===== src/rtl/fetch_pkg.sv =====
// Shared types and constants for the instruction-fetch stage.
package fetch_pkg;

    typedef struct packed {
        logic [31:0] pc;
        logic [31:0] instr;
    } fetch_entry_t;

    localparam logic [31:0] DEFAULT_RESET_PC = 32'h0000_0000;
    localparam logic [31:0] WORD_BYTES       = 32'd4;

    function automatic logic [31:0] word_align(input logic [31:0] addr);
        return addr & 32'hFFFF_FFFC;
    endfunction

endpackage


===== src/rtl/fetch_fifo.sv =====
// Synchronous FIFO holding fetched instructions with their PCs.
// Flush has priority over push and pop; push while full is accepted only alongside a pop.
module fetch_fifo
    import fetch_pkg::*;
#(
    parameter int  DEPTH = 4,
    localparam int AW    = $clog2(DEPTH),
    localparam int CW    = AW + 1
) (
    input  logic          clk,
    input  logic          reset_n,
    input  logic          flush_i,
    input  logic          push_i,
    input  fetch_entry_t  push_data_i,
    input  logic          pop_i,
    output fetch_entry_t  head_o,
    output logic [CW-1:0] count_o
);

    localparam logic [CW-1:0] FULL_C = CW'(DEPTH);

    fetch_entry_t  mem_q [DEPTH];
    logic [AW-1:0] rd_ptr_q, rd_ptr_d;
    logic [AW-1:0] wr_ptr_q, wr_ptr_d;
    logic [CW-1:0] count_q, count_d;
    logic          do_push_s, do_pop_s;

    // Pointer and occupancy next-state.
    always_comb begin
        do_pop_s  = pop_i && (count_q != '0);
        do_push_s = push_i && ((count_q != FULL_C) || do_pop_s);
        rd_ptr_d  = rd_ptr_q;
        wr_ptr_d  = wr_ptr_q;
        count_d   = count_q;
        if (flush_i) begin
            rd_ptr_d = '0;
            wr_ptr_d = '0;
            count_d  = '0;
        end else begin
            rd_ptr_d = do_pop_s  ? rd_ptr_q + AW'(1) : rd_ptr_q;
            wr_ptr_d = do_push_s ? wr_ptr_q + AW'(1) : wr_ptr_q;
            count_d  = count_q + CW'(do_push_s) - CW'(do_pop_s);
        end
    end

    always_ff @(posedge clk or negedge reset_n) begin
        if (!reset_n) begin
            rd_ptr_q <= '0;
            wr_ptr_q <= '0;
            count_q  <= '0;
        end else begin
            rd_ptr_q <= rd_ptr_d;
            wr_ptr_q <= wr_ptr_d;
            count_q  <= count_d;
        end
    end

    // Entry storage needs no reset: occupancy alone decides validity.
    always_ff @(posedge clk) begin
        if (do_push_s && !flush_i) begin
            mem_q[wr_ptr_q] <= push_data_i;
        end
    end

    assign head_o  = mem_q[rd_ptr_q];
    assign count_o = count_q;

endmodule


===== src/rtl/fetch_unit_checker.sv =====
// Protocol checks for the fetch stage's instruction-memory port.
module fetch_unit_checker #(
    parameter int CW = 3
) (
    input logic          clk,
    input logic          reset_n,
    input logic          imem_rvalid,
    input logic [CW-1:0] outstanding_i
);

    rvalid_needs_outstanding: assert property (
        @(posedge clk) disable iff (!reset_n) imem_rvalid |-> (outstanding_i != '0)
    );

endmodule


===== src/rtl/fetch_unit.sv =====
// RV32I instruction fetch: sequential PC generation, in-order imem requests,
// response buffering and redirect handling with stale-response dropping.
module fetch_unit
    import fetch_pkg::*;
#(
    parameter logic [31:0] RESET_PC = DEFAULT_RESET_PC,
    parameter int          DEPTH    = 4
) (
    input  logic        clk,
    input  logic        reset_n,
    output logic        imem_req,
    output logic [31:0] imem_addr,
    input  logic        imem_gnt,
    input  logic        imem_rvalid,
    input  logic [31:0] imem_rdata,
    input  logic        redirect_valid,
    input  logic [31:0] redirect_pc,
    output logic        instr_valid,
    output logic [31:0] instr,
    output logic [31:0] instr_pc,
    output logic [31:0] instr_pc_plus4,
    input  logic        instr_ready
);

    localparam int            CW      = $clog2(DEPTH) + 1;
    localparam logic [CW:0]   DEPTH_C = (CW + 1)'(DEPTH);

    logic [31:0]   fetch_pc_q, fetch_pc_d;
    logic [31:0]   resp_pc_q, resp_pc_d;
    logic [CW-1:0] outstanding_q, outstanding_d;
    logic [CW-1:0] drop_cnt_q, drop_cnt_d;
    logic [CW-1:0] count_s;
    logic [CW:0]   inflight_s;
    logic          grant_s, rsp_s, drop_s, push_s, pop_s;
    fetch_entry_t  push_entry_s, head_s;

    // Slots are reserved at issue time, so a granted request always has FIFO room.
    assign inflight_s = {1'b0, outstanding_q} + {1'b0, count_s};
    assign imem_req   = reset_n && (inflight_s < DEPTH_C) && !redirect_valid;
    assign imem_addr  = fetch_pc_q;
    assign grant_s    = imem_req && imem_gnt;

    assign rsp_s        = imem_rvalid && (outstanding_q != '0);
    assign drop_s       = rsp_s && (drop_cnt_q != '0);
    assign push_s       = rsp_s && !drop_s;
    assign pop_s        = instr_valid && instr_ready;
    assign push_entry_s = '{pc: resp_pc_q, instr: imem_rdata};

    // PC, in-flight and drop bookkeeping next-state.
    always_comb begin
        fetch_pc_d    = fetch_pc_q;
        resp_pc_d     = resp_pc_q;
        drop_cnt_d    = drop_cnt_q;
        outstanding_d = outstanding_q + CW'(grant_s) - CW'(rsp_s);
        if (redirect_valid) begin
            fetch_pc_d = word_align(redirect_pc);
            resp_pc_d  = word_align(redirect_pc);
            drop_cnt_d = outstanding_q - CW'(rsp_s);
        end else begin
            fetch_pc_d = grant_s ? fetch_pc_q + WORD_BYTES : fetch_pc_q;
            resp_pc_d  = push_s  ? resp_pc_q + WORD_BYTES  : resp_pc_q;
            drop_cnt_d = drop_s  ? drop_cnt_q - CW'(1)     : drop_cnt_q;
        end
    end

    always_ff @(posedge clk or negedge reset_n) begin
        if (!reset_n) begin
            fetch_pc_q    <= RESET_PC;
            resp_pc_q     <= RESET_PC;
            outstanding_q <= '0;
            drop_cnt_q    <= '0;
        end else begin
            fetch_pc_q    <= fetch_pc_d;
            resp_pc_q     <= resp_pc_d;
            outstanding_q <= outstanding_d;
            drop_cnt_q    <= drop_cnt_d;
        end
    end

    fetch_fifo #(
        .DEPTH(DEPTH)
    ) u_fifo (
        .clk         (clk),
        .reset_n     (reset_n),
        .flush_i     (redirect_valid),
        .push_i      (push_s),
        .push_data_i (push_entry_s),
        .pop_i       (pop_s),
        .head_o      (head_s),
        .count_o     (count_s)
    );

    fetch_unit_checker #(
        .CW(CW)
    ) u_checker (
        .clk           (clk),
        .reset_n       (reset_n),
        .imem_rvalid   (imem_rvalid),
        .outstanding_i (outstanding_q)
    );

    assign instr_valid    = (count_s != '0);
    assign instr          = head_s.instr;
    assign instr_pc       = head_s.pc;
    assign instr_pc_plus4 = head_s.pc + WORD_BYTES;

endmodule


===== config.mk =====
export PLATFORM = sky130hd
export DESIGN_NAME = fetch_unit
export DESIGN_NICKNAME = d
export VERILOG_FILES = /design/src/rtl/fetch_pkg.sv /design/src/rtl/fetch_fifo.sv /design/src/rtl/fetch_unit_checker.sv /design/src/rtl/fetch_unit.sv
export SDC_FILE = /design/constraint.sdc
export NUM_CORES = 1
export LEC_CHECK = 0
export BUFFER_PORTS_ARGS = -buffer_cell sky130_fd_sc_hd__buf_2
export CORE_UTILIZATION = 55
export DETAILED_ROUTE_END_ITERATION = 8
export PLACE_DENSITY = 0.86
export SYNTH_ARGS = -nofsm -noshare
export SYNTH_HDL_FRONTEND = slang
export SYNTH_SLANG_ARGS = --single-unit

===== constraint.sdc =====
create_clock -name clk -period 4.5 [get_ports clk]
set_clock_uncertainty 0.05 [all_clocks]
set_input_delay 0.225 -clock clk [delete_from_list [all_inputs] [get_ports clk]]
set_output_delay 0.225 -clock clk [all_outputs]
set_load 0.02 [all_outputs]

==> metrics <==
Tcrit/Tclk final=84.42%; Max-Cap Viols=0; final setup fails=0; Max Freq=263.2 MHz; final core occ=68.70%; Sw Ratio=30.49%; area growth from synthesis to final layout=22.00%; Cell Area, Synth=13770 sq um; hold buffer count at cts=63; nets=1244; number of antenna diodes=0; Setup crit start kind=flip-flop; maximum level of the CTS H-tree=1; post-synth top area cell=edfxtp_1; Initial Utilization=56.31%; Port Buffers=191; synthesized area per cell=15.49 sq um; Fin Hold WS=0.1602 ns; clk_lat worst skew=0.55 ns; CP Data Arrival Time=3.52 ns; Max-slew headroom=40.95%; Fin Setup TNS=0 ns; Yosys reg bits=321; part of the Yosys area used for sequential elements=67.33%; clock sinks=321; most common cell after layout, fill and taps aside=edfxtp_1; proportion of layout cells with a drive suffix above 1=28.67%; Remaining Overflow, GRT=0; routed len/inst=21.24 um; Die Ht=160.3 um; setup slack, reg-to-reg=1.33 ns; NetSw=2.607 mW; TritonCTS buffer count=31; Netlist cell types=48; Post-CTS Setup Inserts=0; post_cts resized=0; Die Span X=160.3 um; clk buf depth=3; Core Area=24460 sq um; Tightest Hold Check Type=input port to flip-flop; first-pass GRT wire length=49.60 mm; Synth top area share=54.06%; DRT Wirelength=31.92 mm; Post-synth EDFFs=248; Fin. Hold Viols=0; Clock Pin Slew Worst Setup and Hold Paths=0.06 ns; Iter 0 DRT Violations=822; Lkg Pwr=6.123 nW; status=finished clean; standard-cell rows=57; Final Max Slew Viols=0; Clock Power Share=31.3%; Syn Inst Count=889; die area=25680 sq um; worst slew pin tran=0.8857 ns; Hold Crit Depth=4; post-route ant nets=0; initial antenna violation count=1; TritonCTS clock tree=built; Combinational Power Share=25.3%; power per cell area=508.8 nW/um^2; required time of the critical path=4.22 ns; Synth Flop Type=edfxtp_1; top cells by area, synth=edfxtp_1 54%, dfrtp_1 13%, mux4_2 10%, xnor2_1 3.3%, nand3_1 1.8%; Crit Path Class=flip-flop to primary output; routed vias=9061; number of instances in the placed design=1383; DRC Markers=0; gr usage total=25.04%; min cycle time layout=3.799 ns; VDD IR max=280.3 uV; vias per inst=6.029; Placer Congestion=0.9070; number of global-route vias before repair=9089; DR pass1 iterations=5; RSZ-0062 raised after global routing=false; clock root buffer=clkbuf_16; final std cells w/o fill=1503; Seq pwr share=43.4%; DP Wirelength=19.58 mm; top-level port count=200; internal power=5.944 mW; commonest cells after routing, fill and taps aside=248 x edfxtp_1, 191 x buf_2, 71 x dfrtp_1; Yosys warnings=0; Async SR Flop Fraction=22.74%; Reg2Reg Depth=12; largest net degree at the start of global routing=68; CP Max Fanout=46; element type at the critical path end=primary output
==> synthesized netlist by cell type, types with 9 or more instances <==
cell        n
xnor2_1    52
clkbuf_1   18
o211ai_1   14
edfxtp_1  248
nand4_1    21
nor2_1     31
o311ai_0    9
and3_1     18
buf_4      10
xor2_1     16
o21ai_0    46
a31oi_1     9
nor4_1     15
nor3_1     12
dfrtp_1    73
inv_1      24
mux4_2     62
nand2_1    65
nand3_1    49
ha_1       17
buf_2      12
==> per-layer routing <==
| layer | GRT usage [%] | up-vias | routed length, um |
|---|---|---|---|
| li1 | - | 3970 | - |
| met1 | 32.83 | 4504 | 12520 |
| met2 | 42.49 | 519 | 15600 |
| met3 | 5.013 | 68 | 2917 |
| met4 | 7.446 | 0 | 880 |
| met5 | 0 | - | 0 |
==> worst max-delay path, cell delays in order, from the launching register on <==
cell,delay [ns]
dfrtp_4,0.98
mux4_2,0.51
nand4_1,0.30
and4b_1,0.60
nand4_1,0.21
xnor2_1,0.17
buf_2,0.18
==> cell families (layout without fill, tap and decap cells) <==
logic type,count (synthesis),count (layout),share of synthesized area [%]
xor gates and xnor gates,68,68,4.324
and+or+nand+nor,253,253,9.629
other,1,6,0.02722
buffers and inverters,71,356,2.316
muxes,68,68,10.59
adders and majority gates,19,19,1.835
DFF,321,321,67.33
AOI/OAI and AO/OA,88,88,3.951
==> sequential cells by signal, indices dropped and copies added, names as in the netlist <==
name             flops
resp_pc_q           30
u_fifo.wr_ptr_q      2
u_fifo.count_o       3
u_fifo.rd_ptr_q      2
outstanding_q        3
imem_addr           30
u_fifo.mem_q       248
drop_cnt_q           3
==> power by group through the flow <==
stage	clock network [mW]	logic [mW]	registers (mW)
floorplan	0	1.55	3.64
global placement	0	2.05	3.75
detailed placement	0	2.11	3.77
CTS	2.72	2.16	3.71
global route	2.83	2.33	3.75
finish	2.68	2.16	3.71
==> cell type report <==
class / count / area [sq um]
inverter: 24 / 90.09
multi-input combinational: 502 / 4205
clock buffer: 45 / 908.4
fill: 1571 / 7657
clock inverter: 12 / 172.7
timing repair buffer: 275 / 1744
tap: 324 / 405.4
sequential: 321 / 9279
==> worst paths after layout <==
path	start	end
max	u_fifo.rd_ptr_q[0]	instr_pc_plus4[31]
min	instr_ready	u_fifo.rd_ptr_q[0]
max reg2reg	outstanding_q[2]	outstanding_q[2]
min reg2reg	outstanding_q[0]	outstanding_q[0]
max in group asynchronous	reset_n	u_fifo.rd_ptr_q[0]
min in group asynchronous	reset_n	imem_addr[18]
==> through the flow <==
stage	total power [mW]	instance area [sq um]	worst slack (ns)
final	8.551	16800	0.7010
after global routing	8.908	16800	0.4229
after CTS	8.591	16800	0.6175
after detailed placement	5.875	15090	1.202
after global placement	5.800	15090	1.270
after floorplan	5.191	13790	1.238
(Power assumes the default switching activity.)
